===== src/rtl/inst_fetch_ctrl.sv =====
// Instruction fetch controller: fetches from the I-cache, hands each word to the decoder,
// pushes formalized instructions into the IQ, and handles ROB redirects and JALR stalls.
module inst_fetch_ctrl (
    input  logic        clk_in,
    input  logic        rst_in,
    input  logic        rdy_in,
    output logic        _icache_req,
    output logic [31:0] _icache_addr,
    input  logic        _icache_ready,
    input  logic [31:0] _icache_data,
    output logic [31:0] _dec_inst,
    output logic        _dec_inst_valid,
    output logic [31:0] _dec_inst_addr,
    input  logic [31:0] _dec_next_pc,
    input  logic        _dec_stall,
    input  logic [31:0] _dec_formalized,
    input  logic        _dec_rvc,
    input  logic        _br_rob,
    input  logic        _iq_full,
    output logic        _iq_push,
    output logic [31:0] _iq_inst,
    output logic [31:0] _iq_pc,
    output logic        _iq_rvc
);

    typedef enum logic [1:0] {
        S_FETCH     = 2'd0,
        S_DECODE    = 2'd1,
        S_WAIT_JALR = 2'd2,
        S_DRAIN     = 2'd3
    } state_t;

    state_t      r_state;
    logic [31:0] r_pc;
    logic [31:0] r_inst_buf;
    logic [31:0] r_drain_addr;

    logic [31:0] w_redirect_pc;
    logic        w_push;

    // Bit 0 is dropped so the PC stays halfword aligned whatever the decoder drives.
    assign w_redirect_pc = _dec_next_pc & 32'hFFFF_FFFE;

    assign w_push = rdy_in && !rst_in && !_br_rob && !_iq_full && (r_state == S_DECODE);

    assign _icache_req     = (r_state == S_FETCH) || (r_state == S_DRAIN);
    // While draining, the cache still owes a response for the old address.
    assign _icache_addr    = (r_state == S_DRAIN) ? r_drain_addr : r_pc;
    assign _dec_inst       = r_inst_buf;
    assign _dec_inst_addr  = r_pc;
    assign _dec_inst_valid = (r_state == S_DECODE);

    assign _iq_push = w_push;
    assign _iq_inst = _dec_formalized;
    assign _iq_pc   = r_pc;
    assign _iq_rvc  = _dec_rvc;

    always_ff @(posedge clk_in) begin
        if (rst_in) begin
            r_state      <= S_FETCH;
            r_pc         <= 32'h0000_0000;
            r_inst_buf   <= 32'h0000_0000;
            r_drain_addr <= 32'h0000_0000;
        end else if (rdy_in) begin
            if (_br_rob) begin
                r_pc <= w_redirect_pc;
                case (r_state)
                    S_FETCH: begin
                        if (!_icache_ready) begin
                            r_state      <= S_DRAIN;
                            r_drain_addr <= r_pc;
                        end
                    end
                    S_DRAIN: begin
                        if (_icache_ready) begin
                            r_state <= S_FETCH;
                        end
                    end
                    default: r_state <= S_FETCH;
                endcase
            end else begin
                case (r_state)
                    S_FETCH: begin
                        if (_icache_ready) begin
                            r_inst_buf <= _icache_data;
                            r_state    <= S_DECODE;
                        end
                    end
                    S_DECODE: begin
                        if (!_iq_full) begin
                            if (_dec_stall) begin
                                r_state <= S_WAIT_JALR;
                            end else begin
                                r_pc    <= w_redirect_pc;
                                r_state <= S_FETCH;
                            end
                        end
                    end
                    S_WAIT_JALR: r_state <= S_WAIT_JALR;
                    S_DRAIN: begin
                        if (_icache_ready) begin
                            r_state <= S_FETCH;
                        end
                    end
                    default: r_state <= S_FETCH;
                endcase
            end
        end
    end

endmodule

===== config.mk =====
export PLATFORM = sky130hd
export DESIGN_NAME = inst_fetch_ctrl
export DESIGN_NICKNAME = d
export VERILOG_FILES = /design/src/rtl/inst_fetch_ctrl.sv
export SDC_FILE = /design/constraint.sdc
export NUM_CORES = 1
export LEC_CHECK = 0
export CAP_MARGIN = 20
export CORE_UTILIZATION = 39
export CTS_BUF_LIST = sky130_fd_sc_hd__clkbuf_4
export DETAILED_ROUTE_END_ITERATION = 8
export PLACE_DENSITY = 0.89
export SLEW_MARGIN = 15
export SYNTH_ARGS = -nofsm -noshare
export SYNTH_HDL_FRONTEND = slang
export SYNTH_SLANG_ARGS = --single-unit

===== constraint.sdc =====
create_clock -name clk_in -period 2.2 [get_ports clk_in]
set_input_delay 0.22 -clock clk_in [delete_from_list [all_inputs] [get_ports clk_in]]
set_output_delay 0.22 -clock clk_in [all_outputs]
set_load 0.05 [all_outputs]

==> results.md <==
- Synth Instances: 549
- CP startpoint: r_state[0]
- Seq/Total Area, Yosys: 0.4369
- Initial antenna violation count: 0
- Ports: 268
- Vias: between 3000 and 4000
- Synth area leader: dfxtp_1
- Crit path kind: register to output port
- Standard-cell rows: 38
- Fin crit share: 0.9556
- Met3 routed WL: between 900 and 1000 µm
- Pwr Density: 664.5 mW/mm²
- Switching Share: 0.3194
- Total core area: 0.01094 mm²
- DRC Markers: 0
- Sw Pwr: 1.297 mW
- CTS buffer count: 9
- Hold crit path type: input pin to register
- Synth Warn #: 0
- Mean Syn Cell Area: ~8.0 µm²
- Post-synthesis simple-gate area fraction: 0.1911
- CP peak stage delay: roughly 0.42 ns
- Main combinational cell family by area after synthesis: simple AND/OR/NAND/NOR gates
- CP Launch Type: register
- Max-Cap Viols: 0
- Clock buffer depth: 2
- Nets@finish: 776
- I/O Buffers: 197
- Detailed Place HPWL: 7833 µm
- Final critical-path required period: 2.102 ns
- Synthesized flop and latch total: 96
- Final Max Slew Viols: 0
- Setup bufs post-CTS: 0
- First-pass GRT wire length: 17590 µm
- Met2 routed WL: about 5600 µm
- Routed WL: 11540 µm
- Worst-path clk slew: about 0.14 ns
- Drt first pass iters: 5
- CP Capture Type: output port
- # setup viols final: 0
- CP Data Required Time: around 2.0 ns
- CTS Root Cell: clkbuf_4
- Status: complete, no violations
- Worst Skew: 0.01184 ns
- Mux cell area share after synthesis: 0.07935
- Hold path start: rst_in
- CTS Hold Bufs: 0
- Fin area: 0.006110 mm²
- Power, Total: a little over 4 mW
- Synth top area cells: dfxtp_1, nand2_1, buf_4
- Slowest CP cell: dfxtp_1
- Initial core utilization: 0.4023
- Routed len/inst: around 14 µm
- Later-pin clock latency in the skew report: 0.47 ns
- Adder-cell share of the synthesized area: 0.01422
- Final GP Congestion: 0.7628
- Combinational power share: 0.255
- Post-Synth XOR/XNOR Area: 0
- CTS tree: yes
- DR iter-0 viols: 166
- Htree depth: 3
- DRT met1 WL: 4687 µm
- DP Area: about 0.006 mm²
- Area of the die: 0.01171 mm²
- Global Route Usage Sum: 0.1969
- Sequential fraction of design power: 0.456
- Compound-cell area share of the yosys netlist: 0.1206
- Clock power frac: 0.289
- Layout cell share with drive strength beyond 1: 0.1399
- Antenna Nets Post-Route: 0
- Endpoints failing hold: 0
- Grt total ovfl: 0
- RSZ-0062 raised after global routing: false
- Synth unique cells: 26
- Crit Path Max Fanout: 20
- # diodes: 0
- Cell Area, Synth: 0.004399 mm²
- Fmax: 475.7 MHz
- Critical Path AT: 1.88 ns
- Area share of the largest cell type after synthesis: 0.4369
- DR top layer: met4
- CTS resizes: 2
- # clock sinks: 96
- Int Pwr: 2.763 mW
- VDD IR max: 0.0004489 V
- Die height: 108.2 µm
- Crit-path cells: ha_2, buf_6, mux2_2, buf_4
- LEAKAGE: 2.241 nW
- Pin count of the biggest net entering global routing: 80
- Fin Setup TNS: 0 ns
- Layout area overhead: 38.88%
- Vias per cell: 4.851
- Reg-to-Reg Start: r_state[1]
- Vias in the first global route: 3584
- Worst slew pin tran: between 0.5 and 0.6 ns
- Slew headroom: 0.6261
- Die width: 108.2 µm
-- cell usage in the layout, fill, tap and decap left out --
master	netlist	final
conb_1	1	3
nor3b_4	1	2
o21a_1	1	1
nor2_1	1	1
buf_6	3	1
nor3b_1	1	1
or2_1	1	1
inv_1	5	5
nand3_1	1	1
clkbuf_4	0	10
mux2_2	31	31
dfxtp_1	96	96
dlygate4sd2_1	0	1
ha_2	0	1
clkinv_4	0	1
clkdlybuf4s50_1	0	162
buf_12	0	4
and4b_1	1	1
nor4_1	2	2
nand2b_1	2	2
buf_4	67	37
clkinv_1	0	1
a21oi_1	99	99
clkinv_2	0	1
ha_1	5	4
a211oi_1	3	3
buf_2	15	1
bufinv_16	0	3
nand2_2	1	1
o21ai_2	0	1
nand4b_1	2	2
nand3b_1	2	2
nand2_1	190	190
-- layer usage --
layer / GRT usage / vias to the layer above
met5: 0 / -
met4: 0.1057 / 0
met3: 0.07113 / 32
met2: 0.3339 / 147
met1: 0.2135 / 1812
li1: - / 1948
-- flip-flops by register name, summed over array words and instances (netlist names) --
register        count
_dec_inst          32
_dec_inst_addr     31
r_drain_addr       31
r_state             2
-- final timing paths --
path	to	slack [ns]	cells after the start
min reg2reg	_dec_inst[21]	0.46	2
max reg2reg	_dec_inst_addr[26]	0.45	7
min	_dec_inst[17]	0.16	2
max	_icache_addr[29]	0.1	4
-- layout make-up --
class	count	area (µm²)
multi-input cells	349	1807
flip-flops and latches	96	1922
clock buffers	10	75.07
well taps	140	175.2
inverters	5	18.77
fillers	992	4826
repair buffers	206	2004
clock inverters	6	107.6
-- synth_stat cells --
master	n
and4b_1	1
nor2_1	1
buf_2	15
buf_6	3
a211oi_1	3
nand4b_1	2
nor3b_2	1
nand2_1	190
buf_4	67
o21ai_1	1
nor4_1	2
ha_1	5
nand3b_1	2
nand3_1	1
o21a_1	1
nor3b_4	1
dfxtp_1	96
nand2b_1	2
a21oi_1	99
nand2_2	1
inv_1	5
conb_1	1
clkbuf_1	16
or2_1	1
nor3b_1	1
mux2_2	31
-- per-stage QoR --
stage	cells	hold slack (ns)	setup slack [ns]	utilization
floorplan	551	0.3560	0.3802	-
global placement	796	0.4389	0.3767	0.5418
detailed placement	796	0.4403	0.3487	0.5418
CTS	812	0.1096	0.05432	0.5587
global route	812	0.1102	0.006260	0.5587
finish	812	0.1568	0.09769	0.5587
-- cell families after synthesis --
group	count (synthesis)
AND/OR/NAND/NOR	206
buffers and inverters	106
AO/OA/AOI/OAI	104
flip-flops	96
multiplexers	31
adder cells (fa/ha/maj)	5
other	1
-- critical path, delay by kind of cell (launching register included) --
kind       cells  cell delay (ns)
fa+ha+maj      1             0.21
buf+inv        2             0.42
flops          1             0.42
mux            1             0.37
-- power groups by stage --
stage          sequential [mW]  clock (mW)  combinational [mW]
2_1_floorplan             2.05           0               0.685
3_3_place_gp              1.89           0                1.03
3_5_place_dp              1.89           0                1.04
4_1_cts                   1.85        1.21                1.04
5_1_grt                   1.86        1.29                1.09
6_report                  1.85        1.17                1.04
Power figures use the tool's default switching activity.
